`src/rtl/lcd_hex_writer_pkg.sv`:
```
// Shared definitions for the HD44780 hex writer: command bytes, character
// constants, FSM encodings and the nibble-to-ASCII helper.
package lcd_hex_writer_pkg;

    // HD44780 command bytes (8-bit interface, 2 lines, 5x8 font)
    localparam logic [7:0] LCD_FUNC_SET = 8'h38;
    localparam logic [7:0] LCD_DISP_ON  = 8'h0C;
    localparam logic [7:0] LCD_CLEAR    = 8'h01;
    localparam logic [7:0] LCD_ENTRY    = 8'h06;
    localparam logic [7:0] LCD_LINE1    = 8'h80;
    localparam logic [7:0] LCD_LINE2    = 8'hC0;

    // Fixed text on line 1
    localparam logic [7:0] CHAR_S  = 8'h53;
    localparam logic [7:0] CHAR_EQ = 8'h3D;

    // Number of bytes in the power-up init sequence
    localparam logic [2:0] INIT_LEN = 3'd4;

    // Sequencing FSM states
    typedef enum logic [2:0] {
        ST_PWRUP = 3'd0,
        ST_INIT  = 3'd1,
        ST_IDLE  = 3'd2,
        ST_ADDR1 = 3'd3,
        ST_LINE1 = 3'd4,
        ST_ADDR2 = 3'd5,
        ST_LINE2 = 3'd6,
        ST_DONE  = 3'd7
    } lcd_state_t;

    // Byte transmitter phases
    typedef enum logic [1:0] {
        TX_IDLE   = 2'd0,
        TX_SETUP  = 2'd1,
        TX_STROBE = 2'd2,
        TX_WAIT   = 2'd3
    } tx_phase_t;

    // Nibble to uppercase ASCII hex digit
    function automatic logic [7:0] hex2ascii(input logic [3:0] nib);
        logic [7:0] wide;
        wide = {4'h0, nib};
        if (nib < 4'd10) begin
            return 8'h30 + wide;
        end
        return 8'h37 + wide;
    endfunction

    // Init command for a given position in the power-up sequence
    function automatic logic [7:0] init_cmd(input logic [2:0] idx);
        case (idx)
            3'd0:    return LCD_FUNC_SET;
            3'd1:    return LCD_DISP_ON;
            3'd2:    return LCD_CLEAR;
            default: return LCD_ENTRY;
        endcase
    endfunction

endpackage

```
`src/rtl/lcd_hex_writer_if.sv`:
```
// Host-side control/data and LCD pin bundle of the hex writer.
// The writer itself uses the slave view; whoever drives it uses master.
interface lcd_hex_writer_if;
    logic        iEN;
    logic [7:0]  iSEL;
    logic [31:0] iVALUE;
    logic        oBUSY;
    logic        oFRAME_DONE;
    logic [7:0]  LCD_DATA;
    logic        LCD_RS;
    logic        LCD_RW;
    logic        LCD_EN;

    modport master (
        output iEN, iSEL, iVALUE,
        input  oBUSY, oFRAME_DONE, LCD_DATA, LCD_RS, LCD_RW, LCD_EN
    );

    modport slave (
        input  iEN, iSEL, iVALUE,
        output oBUSY, oFRAME_DONE, LCD_DATA, LCD_RS, LCD_RW, LCD_EN
    );
endinterface

```
`src/rtl/lcd_hex_writer_byte_tx.sv`:
```
// Single-byte LCD write: one setup cycle with data/RS on the bus and EN low,
// EN high for EN_CYCLES, then an idle wait (longer after the clear command).
// ready is high when idle or on the last wait cycle, so a start presented in
// the done cycle chains the next byte with no dead cycle between them.
module lcd_hex_writer_byte_tx
    import lcd_hex_writer_pkg::*;
#(
    parameter int EN_CYCLES = 16,
    parameter int CMD_WAIT  = 2000,
    parameter int CLR_WAIT  = 82000,
    parameter int WAIT_W    = 21
) (
    input  logic       clk,
    input  logic       rst_n,
    input  logic       start,
    input  logic [7:0] din,
    input  logic       rs_in,
    output logic       ready,
    output logic       done,
    output logic [7:0] lcd_data,
    output logic       lcd_rs,
    output logic       lcd_en
);

    localparam logic [WAIT_W-1:0] EN_LAST  = WAIT_W'(EN_CYCLES - 1);
    localparam logic [WAIT_W-1:0] CMD_LAST = WAIT_W'(CMD_WAIT - 1);
    localparam logic [WAIT_W-1:0] CLR_LAST = WAIT_W'(CLR_WAIT - 1);

    tx_phase_t         phase_reg, phase_next;
    logic [WAIT_W-1:0] cnt_reg, cnt_next;
    logic [7:0]        data_reg, data_next;
    logic              rs_reg, rs_next;
    logic              en_reg, en_next;
    logic              clr_reg, clr_next;
    logic [WAIT_W-1:0] wait_last;

    // State and datapath registers; reset drops EN on the same edge
    always_ff @(posedge clk) begin
        if (!rst_n) begin
            phase_reg <= TX_IDLE;
            cnt_reg   <= '0;
            data_reg  <= 8'h00;
            rs_reg    <= 1'b0;
            en_reg    <= 1'b0;
            clr_reg   <= 1'b0;
        end else begin
            phase_reg <= phase_next;
            cnt_reg   <= cnt_next;
            data_reg  <= data_next;
            rs_reg    <= rs_next;
            en_reg    <= en_next;
            clr_reg   <= clr_next;
        end
    end

    // Next-state logic: accept a new byte when ready, else walk the phases
    always_comb begin
        phase_next = phase_reg;
        cnt_next   = cnt_reg;
        data_next  = data_reg;
        rs_next    = rs_reg;
        en_next    = en_reg;
        clr_next   = clr_reg;
        if (start && ready) begin
            phase_next = TX_SETUP;
            cnt_next   = '0;
            data_next  = din;
            rs_next    = rs_in;
            en_next    = 1'b0;
            clr_next   = !rs_in && (din == LCD_CLEAR);
        end else begin
            case (phase_reg)
                TX_SETUP: begin
                    phase_next = TX_STROBE;
                    en_next    = 1'b1;
                    cnt_next   = '0;
                end
                TX_STROBE: begin
                    if (cnt_reg == EN_LAST) begin
                        phase_next = TX_WAIT;
                        en_next    = 1'b0;
                        cnt_next   = '0;
                    end else begin
                        cnt_next = cnt_reg + WAIT_W'(1);
                    end
                end
                TX_WAIT: begin
                    if (done) begin
                        phase_next = TX_IDLE;
                        cnt_next   = '0;
                    end else begin
                        cnt_next = cnt_reg + WAIT_W'(1);
                    end
                end
                default: ;
            endcase
        end
    end

    // Handshake outputs decoded from registered state only
    always_comb begin
        wait_last = clr_reg ? CLR_LAST : CMD_LAST;
        done      = (phase_reg == TX_WAIT) && (cnt_reg == wait_last);
        ready     = (phase_reg == TX_IDLE) || done;
    end

    assign lcd_data = data_reg;
    assign lcd_rs   = rs_reg;
    assign lcd_en   = en_reg;

endmodule

```
`src/rtl/lcd_hex_writer.sv`:
```
// HD44780 16x2 hex writer. Line 1 shows "S=" and the select code, line 2 the
// 32-bit value as 8 uppercase hex digits. After the power-up wait and init
// sequence, frames are rewritten back to back for as long as iEN is high.
// The FSM advances when a byte is handed to the transmitter, so the next byte
// is already queued when the previous one finishes its wait.
module lcd_hex_writer
    import lcd_hex_writer_pkg::*;
#(
    parameter int EN_CYCLES = 16,
    parameter int CMD_WAIT  = 2000,
    parameter int CLR_WAIT  = 82000,
    parameter int INIT_WAIT = 800000
) (
    input  logic iCLK,
    input  logic iRST_N,
    lcd_hex_writer_if.slave bus
);

    localparam int WAIT_MAX = (CLR_WAIT > INIT_WAIT) ? CLR_WAIT : INIT_WAIT;
    localparam int WAIT_W   = $clog2(WAIT_MAX) + 1;
    localparam logic [WAIT_W-1:0] PWR_LAST = WAIT_W'(INIT_WAIT - 1);

    lcd_state_t        state_reg, state_next;
    logic [WAIT_W-1:0] pwr_cnt_reg, pwr_cnt_next;
    logic [2:0]        init_idx_reg, init_idx_next;
    logic [1:0]        char_idx_reg, char_idx_next;
    logic [2:0]        nib_reg, nib_next;
    logic [7:0]        sel_reg, sel_next;
    logic [31:0]       value_reg, value_next;
    logic              frame_done_reg, frame_done_next;

    logic              tx_start;
    logic [7:0]        tx_byte;
    logic              tx_rs;
    logic              tx_ready;
    logic              tx_done;
    logic [7:0]        lcd_data;
    logic              lcd_rs;
    logic              lcd_en;

    // Line-2 characters, most significant nibble first
    logic [7:0]        value_chr [8];

    genvar gi;
    generate
        for (gi = 0; gi < 8; gi++) begin : g_value_chr
            assign value_chr[gi] = hex2ascii(value_reg[(7 - gi) * 4 +: 4]);
        end
    endgenerate

    // FSM state register
    always_ff @(posedge iCLK) begin
        if (!iRST_N) begin
            state_reg <= ST_PWRUP;
        end else begin
            state_reg <= state_next;
        end
    end

    // Counters, frame input latches and the frame-done pulse
    always_ff @(posedge iCLK) begin
        if (!iRST_N) begin
            pwr_cnt_reg    <= '0;
            init_idx_reg   <= 3'd0;
            char_idx_reg   <= 2'd0;
            nib_reg        <= 3'd0;
            sel_reg        <= 8'h00;
            value_reg      <= 32'h0;
            frame_done_reg <= 1'b0;
        end else begin
            pwr_cnt_reg    <= pwr_cnt_next;
            init_idx_reg   <= init_idx_next;
            char_idx_reg   <= char_idx_next;
            nib_reg        <= nib_next;
            sel_reg        <= sel_next;
            value_reg      <= value_next;
            frame_done_reg <= frame_done_next;
        end
    end

    // Next-state logic: sending states advance on each accepted byte
    always_comb begin
        state_next      = state_reg;
        pwr_cnt_next    = pwr_cnt_reg;
        init_idx_next   = init_idx_reg;
        char_idx_next   = char_idx_reg;
        nib_next        = nib_reg;
        sel_next        = sel_reg;
        value_next      = value_reg;
        frame_done_next = 1'b0;
        case (state_reg)
            ST_PWRUP: begin
                if (pwr_cnt_reg == PWR_LAST) begin
                    state_next   = ST_INIT;
                    pwr_cnt_next = '0;
                end else begin
                    pwr_cnt_next = pwr_cnt_reg + WAIT_W'(1);
                end
            end
            ST_INIT: begin
                // Stay until the last init byte has finished its wait
                if (init_idx_reg == INIT_LEN) begin
                    if (tx_done) begin
                        state_next    = ST_IDLE;
                        init_idx_next = 3'd0;
                    end
                end else if (tx_ready) begin
                    init_idx_next = init_idx_reg + 3'd1;
                end
            end
            ST_IDLE: begin
                if (bus.iEN) begin
                    state_next = ST_ADDR1;
                    sel_next   = bus.iSEL;
                    value_next = bus.iVALUE;
                end
            end
            ST_ADDR1: begin
                if (tx_ready) begin
                    state_next    = ST_LINE1;
                    char_idx_next = 2'd0;
                end
            end
            ST_LINE1: begin
                if (tx_ready) begin
                    char_idx_next = char_idx_reg + 2'd1;
                    if (char_idx_reg == 2'd3) begin
                        state_next = ST_ADDR2;
                    end
                end
            end
            ST_ADDR2: begin
                if (tx_ready) begin
                    state_next = ST_LINE2;
                end
            end
            ST_LINE2: begin
                // The 3-bit counter wraps 7 -> 0 exactly as LINE2 is left
                if (tx_ready) begin
                    nib_next = nib_reg + 3'd1;
                    if (nib_reg == 3'd7) begin
                        state_next = ST_DONE;
                    end
                end
            end
            ST_DONE: begin
                if (tx_done) begin
                    state_next      = ST_IDLE;
                    frame_done_next = 1'b1;
                end
            end
            default: state_next = ST_PWRUP;
        endcase
    end

    // Output logic: byte selection and transmitter start
    always_comb begin
        tx_start = 1'b0;
        tx_byte  = 8'h00;
        tx_rs    = 1'b0;
        case (state_reg)
            ST_INIT: begin
                tx_start = tx_ready && (init_idx_reg != INIT_LEN);
                tx_byte  = init_cmd(init_idx_reg);
            end
            ST_ADDR1: begin
                tx_start = tx_ready;
                tx_byte  = LCD_LINE1;
            end
            ST_LINE1: begin
                tx_start = tx_ready;
                tx_rs    = 1'b1;
                case (char_idx_reg)
                    2'd0:    tx_byte = CHAR_S;
                    2'd1:    tx_byte = CHAR_EQ;
                    2'd2:    tx_byte = hex2ascii(sel_reg[7:4]);
                    default: tx_byte = hex2ascii(sel_reg[3:0]);
                endcase
            end
            ST_ADDR2: begin
                tx_start = tx_ready;
                tx_byte  = LCD_LINE2;
            end
            ST_LINE2: begin
                tx_start = tx_ready;
                tx_rs    = 1'b1;
                tx_byte  = value_chr[nib_reg];
            end
            default: ;
        endcase
    end

    lcd_hex_writer_byte_tx #(
        .EN_CYCLES (EN_CYCLES),
        .CMD_WAIT  (CMD_WAIT),
        .CLR_WAIT  (CLR_WAIT),
        .WAIT_W    (WAIT_W)
    ) u_byte_tx (
        .clk      (iCLK),
        .rst_n    (iRST_N),
        .start    (tx_start),
        .din      (tx_byte),
        .rs_in    (tx_rs),
        .ready    (tx_ready),
        .done     (tx_done),
        .lcd_data (lcd_data),
        .lcd_rs   (lcd_rs),
        .lcd_en   (lcd_en)
    );

    assign bus.LCD_DATA    = lcd_data;
    assign bus.LCD_RS      = lcd_rs;
    assign bus.LCD_EN      = lcd_en;
    assign bus.LCD_RW      = 1'b0;
    assign bus.oBUSY       = (state_reg != ST_IDLE);
    assign bus.oFRAME_DONE = frame_done_reg;

endmodule

```
`src/flat_wrapper.sv`:
```
// flat-port wrapper written by rule: the top's interface ports become plain ports
module lcd_hex_writer_flat import lcd_hex_writer_pkg::*;
#(
    parameter int EN_CYCLES = 16,
    parameter int CMD_WAIT  = 2000,
    parameter int CLR_WAIT  = 82000,
    parameter int INIT_WAIT = 800000
)
  (iCLK, iRST_N, bus_iEN, bus_iSEL, bus_iVALUE, bus_oBUSY, bus_oFRAME_DONE, bus_LCD_DATA, bus_LCD_RS, bus_LCD_RW, bus_LCD_EN);
  lcd_hex_writer_if bus_i ();
  input  logic iCLK;
  input  logic iRST_N;
  input wire logic [$bits(bus_i.iEN)-1:0] bus_iEN;
  input wire logic [$bits(bus_i.iSEL)-1:0] bus_iSEL;
  input wire logic [$bits(bus_i.iVALUE)-1:0] bus_iVALUE;
  output wire logic [$bits(bus_i.oBUSY)-1:0] bus_oBUSY;
  output wire logic [$bits(bus_i.oFRAME_DONE)-1:0] bus_oFRAME_DONE;
  output wire logic [$bits(bus_i.LCD_DATA)-1:0] bus_LCD_DATA;
  output wire logic [$bits(bus_i.LCD_RS)-1:0] bus_LCD_RS;
  output wire logic [$bits(bus_i.LCD_RW)-1:0] bus_LCD_RW;
  output wire logic [$bits(bus_i.LCD_EN)-1:0] bus_LCD_EN;
  assign bus_i.iEN = bus_iEN;
  assign bus_i.iSEL = bus_iSEL;
  assign bus_i.iVALUE = bus_iVALUE;
  assign bus_oBUSY = bus_i.oBUSY;
  assign bus_oFRAME_DONE = bus_i.oFRAME_DONE;
  assign bus_LCD_DATA = bus_i.LCD_DATA;
  assign bus_LCD_RS = bus_i.LCD_RS;
  assign bus_LCD_RW = bus_i.LCD_RW;
  assign bus_LCD_EN = bus_i.LCD_EN;
  lcd_hex_writer #(.EN_CYCLES(EN_CYCLES), .CMD_WAIT(CMD_WAIT), .CLR_WAIT(CLR_WAIT), .INIT_WAIT(INIT_WAIT)) u_core (.iCLK(iCLK), .iRST_N(iRST_N), .bus(bus_i));
endmodule
```
`config.mk`:
```
export PLATFORM = sky130hd
export DESIGN_NAME = lcd_hex_writer_flat
export DESIGN_NICKNAME = d
export VERILOG_FILES = /design/src/rtl/lcd_hex_writer_pkg.sv /design/src/rtl/lcd_hex_writer_if.sv /design/src/rtl/lcd_hex_writer_byte_tx.sv /design/src/rtl/lcd_hex_writer.sv /design/src/flat_wrapper.sv
export SDC_FILE = /design/constraint.sdc
export NUM_CORES = 1
export LEC_CHECK = 0
export ABC_AREA = 1
export BUFFER_PORTS_ARGS = -buffer_cell sky130_fd_sc_hd__buf_4
export CAP_MARGIN = 20
export CORE_MARGIN = 2
export CORE_UTILIZATION = 55
export CTS_BUF_LIST = sky130_fd_sc_hd__clkbuf_8 sky130_fd_sc_hd__clkbuf_16
export CTS_CLUSTER_DIAMETER = 40
export DETAILED_ROUTE_END_ITERATION = 7
export PLACE_DENSITY = 0.74
export SYNTH_ARGS = -nofsm -noshare
export SYNTH_HDL_FRONTEND = slang
export SYNTH_SLANG_ARGS = --single-unit
```
`constraint.sdc`:
```
create_clock -name iCLK -period 2.89 [get_ports iCLK]
set_clock_uncertainty 0.1 [all_clocks]
set_input_delay 0.578 -clock iCLK [delete_from_list [all_inputs] [get_ports iCLK]]
set_output_delay 0.578 -clock iCLK [all_outputs]
set_load 0.03 [all_outputs]
```
* After elaboration in Yosys (flattened, before gate mapping) *
Cells that the tools add are included.

operators by class
  add/subtract/negate cells = 25
  $lt $le $gt $ge = 11
  eq/ne operators = 37
  muxes and demuxes = 71
  bitwise operators = 2
  reductions and logical operators = 28

operators by type and width
  operator               number
  $mux 8                 22
  $add 6x4->7 const A    20
  $mux 21                3
  $pmux 21 s3            1
  $add 21x1->21 const B  2
  $lt 4x4->1 const B     10
  $pmux 8 s5             1
  $mux 3                 13
  $bmux 8 s3             1
  $pmux 3 s8             1
  $pmux 8 s3             1
  $eq 21x17->1           1
  $eq 21x20->1 const B   1
  $eq 21x4->1 const B    1
  $ne 2x1->1 const B     10
  $eq 3x3->1 const B     6
  $mux 1                 18
  $pmux 6 s3             1
  $mux 17                1
  $reduce_and 3->1       4
  $eq 3x2->1 const B     3
  $reduce_and 9->1       1
  $eq 2x2->1 const B     4
  $eq 8x1->1 const B     1
  26 further kinds       47

word-level totals
  flip-flop bits (word level) = 107
  bits of input ports = 43
  output and inout port bits = 13
  logic and storage cells = 189

* Logic depth before layout (Yosys ltp) *
Gate-level depths: netlist (run 1).

  depth in word-level cells = 9
  gate-level depth with buffers = 14
  depth with buffers taken out = 12

* Hierarchy *
From an unflattened synthesis (run 1), not the netlist that was laid out.

second synthesis, totals
  cells, all modules = 1,072
  area total of the unflattened synthesis = 6,817.8 um^2

by module, submodules not included
  module                  times used  cells an instance  area an instance (um^2)  sequential area each (um^2)
  lcd_hex_writer          1           755                4,735.8                  1,461.4
  lcd_hex_writer_byte_tx  1           317                2,082.0                  680.7

* Worst setup path after synthesis (run 1) *
OpenSTA, ideal clock, no wires.

  path kind = register to register
  start = register u_core.u_byte_tx.cnt_reg[0]
  end = register u_core.u_byte_tx.data_reg[7] (netlist: u_core.u_byte_tx.lcd_data[7])
  setup time = 122 ps
  arrival = 1,659 ps
  slack = 1,010 ps
  cell stages (with the launch flop) = 14
  path buffers = 1
  clock period less this slack = 1,880 ps
  cell sequence = dfxtp_1 -> ha_1 -> nand2_2 -> nor2_4 -> nand2_1 -> nor2_1 -> nand4_2 -> nand2_4 -> o21ai_4 -> nand2_4 -> inv_2 -> buf_6 -> nand2_1 -> o31ai_1

on the way
  longest elaborated chain between the ends = 6

ends and longest elaborated chain
  element                 line                           source
  start, declared         lcd_hex_writer_byte_tx.sv:30   logic [WAIT_W-1:0] cnt_reg, cnt_next;
  start signal, assigned  lcd_hex_writer_byte_tx.sv:48   cnt_reg <= cnt_next;
  $eq 21x17->1 (*)        lcd_hex_writer_byte_tx.sv:103  done = (phase_reg == TX_WAIT) && (cnt_reg == wait_last);
  $logic_and 1x1->1 (*)   lcd_hex_writer_byte_tx.sv:103
  $logic_or 1x1->1 (*)    lcd_hex_writer_byte_tx.sv:104  ready = (phase_reg == TX_IDLE) || done;
  $logic_and 1x1->1       lcd_hex_writer.sv:163          tx_start = tx_ready && (init_idx_reg != INIT_LEN);
  $pmux 1 s2              lcd_hex_writer.sv:161          case (state_reg)
  $logic_and 1x1->1 (*)   lcd_hex_writer_byte_tx.sv:64   if (start && ready) begin
  end signal, assigned    lcd_hex_writer_byte_tx.sv:49   data_reg <= data_next;
  end, declared           lcd_hex_writer_byte_tx.sv:31   logic [7:0] data_reg, data_next;

Mark *: on every way between the ends. The rest lies on a longest branch, timed or not.
A chain may end at the register's enable or synchronous reset.

* Worst setup path after layout (run 1) *
Same ends and word-level chain as after synthesis.

==> summary.md, run 1 <==
| Metric | Value |
|---|---|
| RePlAce Congestion | 0.9050 |
| Worst path arrival time | 2.44 ns |
| Via count of the routed design | 6634 |
| Gr usage total | 25.28% |
| Vias in the first global route | 5960 |
| Reg clk slew, reported paths | 0.07 ns |
| Detailed Place HPWL | 11550 um |
| Skew-Pair Late Insertion Delay | 0.36 ns |
| Area of the multi-input gates | 3741 um^2 |
| Finished Core Util | 63.66% |
| Initial Util | 56.74% |
| Slew Viols, Final | 0 |
| Yosys Warn Count | 0 |
| CP max-delay cell | dfxtp_1 |
| Syn_nets | 1089 |
| Clock root buffer | clkbuf_16 |
| Fmax achieved | 0.4343 GHz |
| Core area | 11470 um^2 |
| Relative slew slack | 61.02% |
| Sequential Area | 2142 um^2 |
| DRT iter0 DRCs | 507 |
| Ys flop type | dfxtp_1 |
| Switch Pwr | 0.0006167 W |
| DRT Pass-1 Iters | 5 |
| Vias per inst | 5.492 |
| Fin. Hold Viols | 0 |
| Antenna violations before repair | 0 |
| Yosys cell types | 38 |
| Port Buffers | 54 |
| WP buf/inv | 1 |
| Mapped cell area | 6506 um^2 |
| Combinational power share | 3.4% |
| Syn Inst Count | 1024 |
| Fin crit share | 79.67% |
| DR DRC count | 0 |
| Detail Route Antenna Nets | 0 |
| CTS tree | done |
| # clock sinks | 107 |
| Largest net degree at the start of global routing | 56 |
| H-tree levels | 3 |
| #FFs+latches synth | 107 |
| Die ar. | 12720 um^2 |
| Slew @ Worst Pin | 0.5802 ns |
| Delay of the slowest critical-path stage | 0.38 ns |
| Sequential area share after synthesis | 32.92% |
| RSZ-0062 raised after global routing | no |
| Post-synth top area cell | dfxtp_1 |
| Maxcap violations | 0 |
| CP Class | flop to flop |
| Deepest clock path buffer count | 2 |
| Number of buffers created by CTS | 9 |
| Nets | 1125 |
| Drt total wl | 15670 um |
| Share of cells above drive strength 1 | 9.108% |
| Status | complete, no violations |
| Most frequent cells after synthesis | nand2_1 (225), inv_1 (118), nand3_1 (117) |
| CP delay by family, top | simple AND/OR/NAND/NOR gates |
| Synth area leaders | dfxtp_1 (33%), nand2_1 (13%), nand3_1 (9.0%) |
| VDD IR max | 521.7 uV |
| Crit end category | flop |
| Req. time, crit path | 3.03 ns |
| Top-area cell type share of the netlist area | 32.92% |
| Sequential Power Share | 51.8% |
| Boundary pin count | 56 |
| N_diodes | 0 |
| P_int | 0.002240 W |
| Cell with the most instances after synthesis | nand2_1 |
| Pwr dens | 391.3 nW/um^2 |
| Critical path cell sequence | ha_1, nand2_2, nor2_4, nand2_1, nor2_1, nand4_2, nand2_4, o21ai_4, nand2_4, inv_2, nand2_1, o31ai_1 |
| Setup Fix Bufs, Post-CTS | 0 |
| Fraction of registers with async set/reset | 0% |
| Site Rows | 39 |
| Final setup fails | 0 |
| Number of flip-flops in the largest register | 32 |
| Die width | 112.8 um |
| Grt total ovfl | 0 |
| Syn_area_per_cell | 6.354 um^2 |
| Fin crit period | 2.302 ns |
| First-pass GRT wire length | 26900 um |
| Critical Path Start Type | flop |
| Sw Ratio | 21.59% |
| P&R area growth vs syn | 12.19% |
| Detailed-route wire length per cell | 12.97 um |
| Crit-path max FO | 22 |
| Setup TNS | 0 ns |
| Leakage Power | 2.938 nW |
| Resize count post-CTS | 0 |
| Die Ht | 112.8 um |
| Hold Crit Class | flop to flop |
| EDFF count, synth | 0 |
| Clock Power Share | 44.8% |
| Layout fillers | 1118 |
| Hold Buf Count CTS | 0 |
[power groups by stage]
stage | sequential [W] | clock [W] | combinational, W
detailed placement | 0.00151 | 0 | 0.0000962
global route | 0.00148 | 0.00135 | 0.000108
floorplan | 0.00151 | 0 | 0.0000456
global placement | 0.00151 | 0 | 0.0000956
CTS | 0.00148 | 0.00130 | 0.0000967
finish | 0.00148 | 0.00128 | 0.0000960
[per-stage QoR]
| step | power [W] | hold slack [ns] | instances | cell area [um^2] | setup slack (ns) |
|---|---|---|---|---|---|
| finish | 0.002856 | 0.3517 | 1208 | 7300 | 0.5876 |
| global route | 0.002940 | 0.3739 | 1208 | 7300 | 0.3918 |
| global placement | 0.001610 | 0.3330 | 1192 | 6994 | 0.6920 |
| detailed placement | 0.001611 | 0.3429 | 1192 | 6994 | 0.6087 |
| CTS | 0.002874 | 0.3550 | 1208 | 7300 | 0.5899 |
| floorplan | 0.001559 | 0.3407 | 1024 | 6506 | 1.010 |
[worst reg2reg max path: stages, from the launching register on]
cell and delay, ns:
dfxtp_1 0.38, ha_1 0.25, nand2_2 0.09, nor2_4 0.17
nand2_1 0.07, nor2_1 0.12, nand4_2 0.17, nand2_4 0.16
o21ai_4 0.10, nand2_4 0.24, inv_2 0.15, nand2_1 0.11
o31ai_1 0.07
[logic make-up after synthesis]
logic type / after synthesis / synth area share (%)
fa+ha+maj: 22 / 4.231
xor+xnor: 11 / 1.481
compound gates: 220 / 17.94
flops: 107 / 32.92
simple gates: 503 / 33.79
other cells: 1 / 0.05764
buf+inv: 160 / 9.577
[final cells by class]
| cell class | count | share of cell area, % |
|---|---|---|
| clock buffers | 11 | 3.462 |
| clock inverters | 5 | 0.7199 |
| inverters | 125 | 6.428 |
| multi-input cells | 757 | 51.25 |
| flip-flops and latches | 107 | 29.35 |
| well taps | 143 | 2.451 |
| repair buffers | 60 | 6.342 |
[path summary, 6_finish.rpt]
path	startpoint	to	slack (ns)	cells after the start
setup / recovery	u_core.u_byte_tx.cnt_reg[0]	u_core.u_byte_tx.lcd_data[7]	0.59	12
setup reg to reg	u_core.u_byte_tx.cnt_reg[0]	u_core.u_byte_tx.lcd_data[7]	0.59	12
hold reg to reg	u_core.u_byte_tx.lcd_data[4]	u_core.u_byte_tx.lcd_data[4]	0.35	2
hold / removal	u_core.u_byte_tx.lcd_data[4]	u_core.u_byte_tx.lcd_data[4]	0.35	2
[layer usage]
layer / GRT usage, % / routed length, um
met1: 34.95 / 7715
met2: 40.32 / 7055
met3: 6.535 / 769
met4: 4.959 / 129
met5: 0 / 0
[placed cells by master (no fill, tap or decap), types with 3 or more instances in the layout]
cell,instances
xnor2_1,3
nand3b_1,4
nand4_1,17
a21oi_1,113
nand3_1,117
dfxtp_1,107
buf_4,59
nor2_2,3
o211ai_1,6
nand2_1,225
xor2_1,8
a22oi_1,8
nor2_1,97
clkbuf_16,9
ha_1,22
nand2_2,3
o21ai_0,82
a31oi_1,3
inv_2,7
nor3_1,29
inv_1,119
No activity file was read; power rests on OpenSTA's default activity.
==> run 2, diff against run 1 <==
Settings changed: PLACE_DENSITY 0.74 to 0.77.
Clock period 2.89 ns to 1.9 ns, I/O delays scaled along.
==> summary.md, run 2 (synthesis results as in run 1) <==
| Metric | Value |
|---|---|
| Status | complete, no violations |
| Critical Path Start Type | flop |
| Hold Crit Class | primary input to flop |
| DRT iter0 DRCs | 569 |
| Number of flip-flops in the largest register | 32 |
| Vias in the first global route | 6211 |
| Commonest non-fill, non-tap cell in the layout | nand2_1 |
| Die width | 112.8 um |
| DR DRC count | 0 |
| Maxcap violations | 0 |
| Dpl cells | 1234 |
| Worst path arrival time | 1.34 ns |
| N_diodes | 0 |
| Fmax achieved | 0.5482 GHz |
| Vias per inst | 5.510 |
| Die Ht | 112.8 um |
| H-tree levels | 3 |
| Port Buffers | 54 |
| DRT Pass-1 Iters | 5 |
| RePlAce Congestion | 0.9242 |
| Crit end category | output pin |
| P&R area growth vs syn | 20.96% |
| Initial Util | 56.74% |
| Grt total ovfl | 0 |
| Largest net degree at the start of global routing | 52 |
| Boundary pin count | 56 |
| Core area | 11470 um^2 |
| Final setup fails | 0 |
| Antenna violations before repair | 0 |
| Fin crit period | 1.824 ns |
| # clock sinks | 107 |
| Drt total wl | 16450 um |
| Via count of the routed design | 6931 |
| Pwr dens | 541.8 nW/um^2 |
| VDD IR max | 639.7 uV |
| Most frequent cells in the layout | nand2_1 (220), inv_1 (117), nand3_1 (114) |
| Slew Viols, Final | 0 |
| CP Class | flop to output pin |
| Crit-path max FO | 5 |
| Detailed Place HPWL | 11870 um |
| Number of buffers created by CTS | 9 |
| Die ar. | 12720 um^2 |
| Skew-Pair Late Insertion Delay | 0.36 ns |
| Power consumption | 0.004264 W |
| Setup TNS | 0 ns |
| Detail Route Antenna Nets | 0 |
| CTS tree | done |
| Req. time, crit path | 1.42 ns |
| Gr usage total | 25.89% |
| Detailed-route wire length per cell | 13.08 um |
| RSZ-0062 raised after global routing | yes |
| Fin. Hold Viols | 0 |
| Hold Buf Count CTS | 0 |
| Nets | 1177 |
| Reg clk slew, reported paths | 0.07 ns |
| First-pass GRT wire length | 27740 um |
| Leakage Power | 3.200 nW |
| Site Rows | 39 |
| Clock root buffer | clkbuf_16 |
| Deepest clock path buffer count | 2 |
| Share of cells above drive strength 1 | 16.68% |
| Final Non-Filler Cells | 1258 |
| Fin crit share | 96.01% |
## run 2: cell count changes in the layout (fill, tap and decap cells not counted), moves of 4 or more
cell     delta
nor2_2      +4
dfxtp_2     +8
nor2_1      -7
dfxtp_1     -9
nand2_2     +5
nand2_1     -5
nor3_2      +6
ha_1        -4
buf_4      +45
nor3_1      -6
## run 2: layer usage
metal | GRT usage, % | wire length [um] | up-vias
met2 | 41.12 | 7548 | 196
met4 | 6.829 | 298 | 0
met1 | 35.72 | 7717 | 3133
met3 | 5.892 | 885 | 35
li1 | - | - | 3567
met5 | 0 | 0 | -
## run 2: report_power, final
group,internal [W],switching (W)
sequential,0.00225,0.00000630
clock,0.00103,0.000811
combinational,0.0000879,0.0000783
total,0.00337,0.000896
## run 2: stage by stage
step	util, %	hold slack (ns)	setup WS (ns)	area [um^2]
floorplan	-	0.3407	0.01977	6506
global placement	64.07	0.3355	0.02468	7347
detailed placement	64.07	0.3405	-0.001218	7347
CTS	66.64	0.1929	0.007665	7642
global route	68.63	0.2056	-0.04278	7870
finish	68.63	0.1963	0.07583	7870
## run 2: final cells by class
| type | count | area (um^2) |
|---|---|---|
| clock buffer | 10 | 239.0 |
| tap | 143 | 178.9 |
| clock inverter | 4 | 43.79 |
| timing repair buffer | 111 | 894.6 |
| sequential | 107 | 2156 |
| multi-input combinational | 757 | 3875 |
| timing repair inverter | 1 | 7.507 |
| inverter | 125 | 475.5 |
| fill | 1041 | 3597 |
## run 2: final timing paths
kind              cells past startpoint                          from  slack (ns)                           end
setup / recovery                      4           u_core.state_reg[0]        0.08                     bus_oBUSY
hold / removal                        3                bus_iVALUE[13]        0.20          u_core.value_reg[13]
hold reg to reg                       2  u_core.u_byte_tx.lcd_data[3]        0.35  u_core.u_byte_tx.lcd_data[3]
setup reg to reg                     12   u_core.u_byte_tx.cnt_reg[0]        0.13  u_core.u_byte_tx.lcd_data[7]
## run 2: repair_timing
action / CTS / global route
buffers inserted: 1 / 8
pin swaps: 1 / 15
cloned: 0 / 1
endpoints found under the setup margin: 8 / 45
endpoints found under the hold margin: 0 / 0
gates resized for setup: 1 / 52
## run 2: critical path, cell delays in order (launching register included)
cell     delay, ns
dfxtp_2       0.34
buf_4         0.16
nor2_1        0.14
nand2_1       0.14
buf_4         0.20
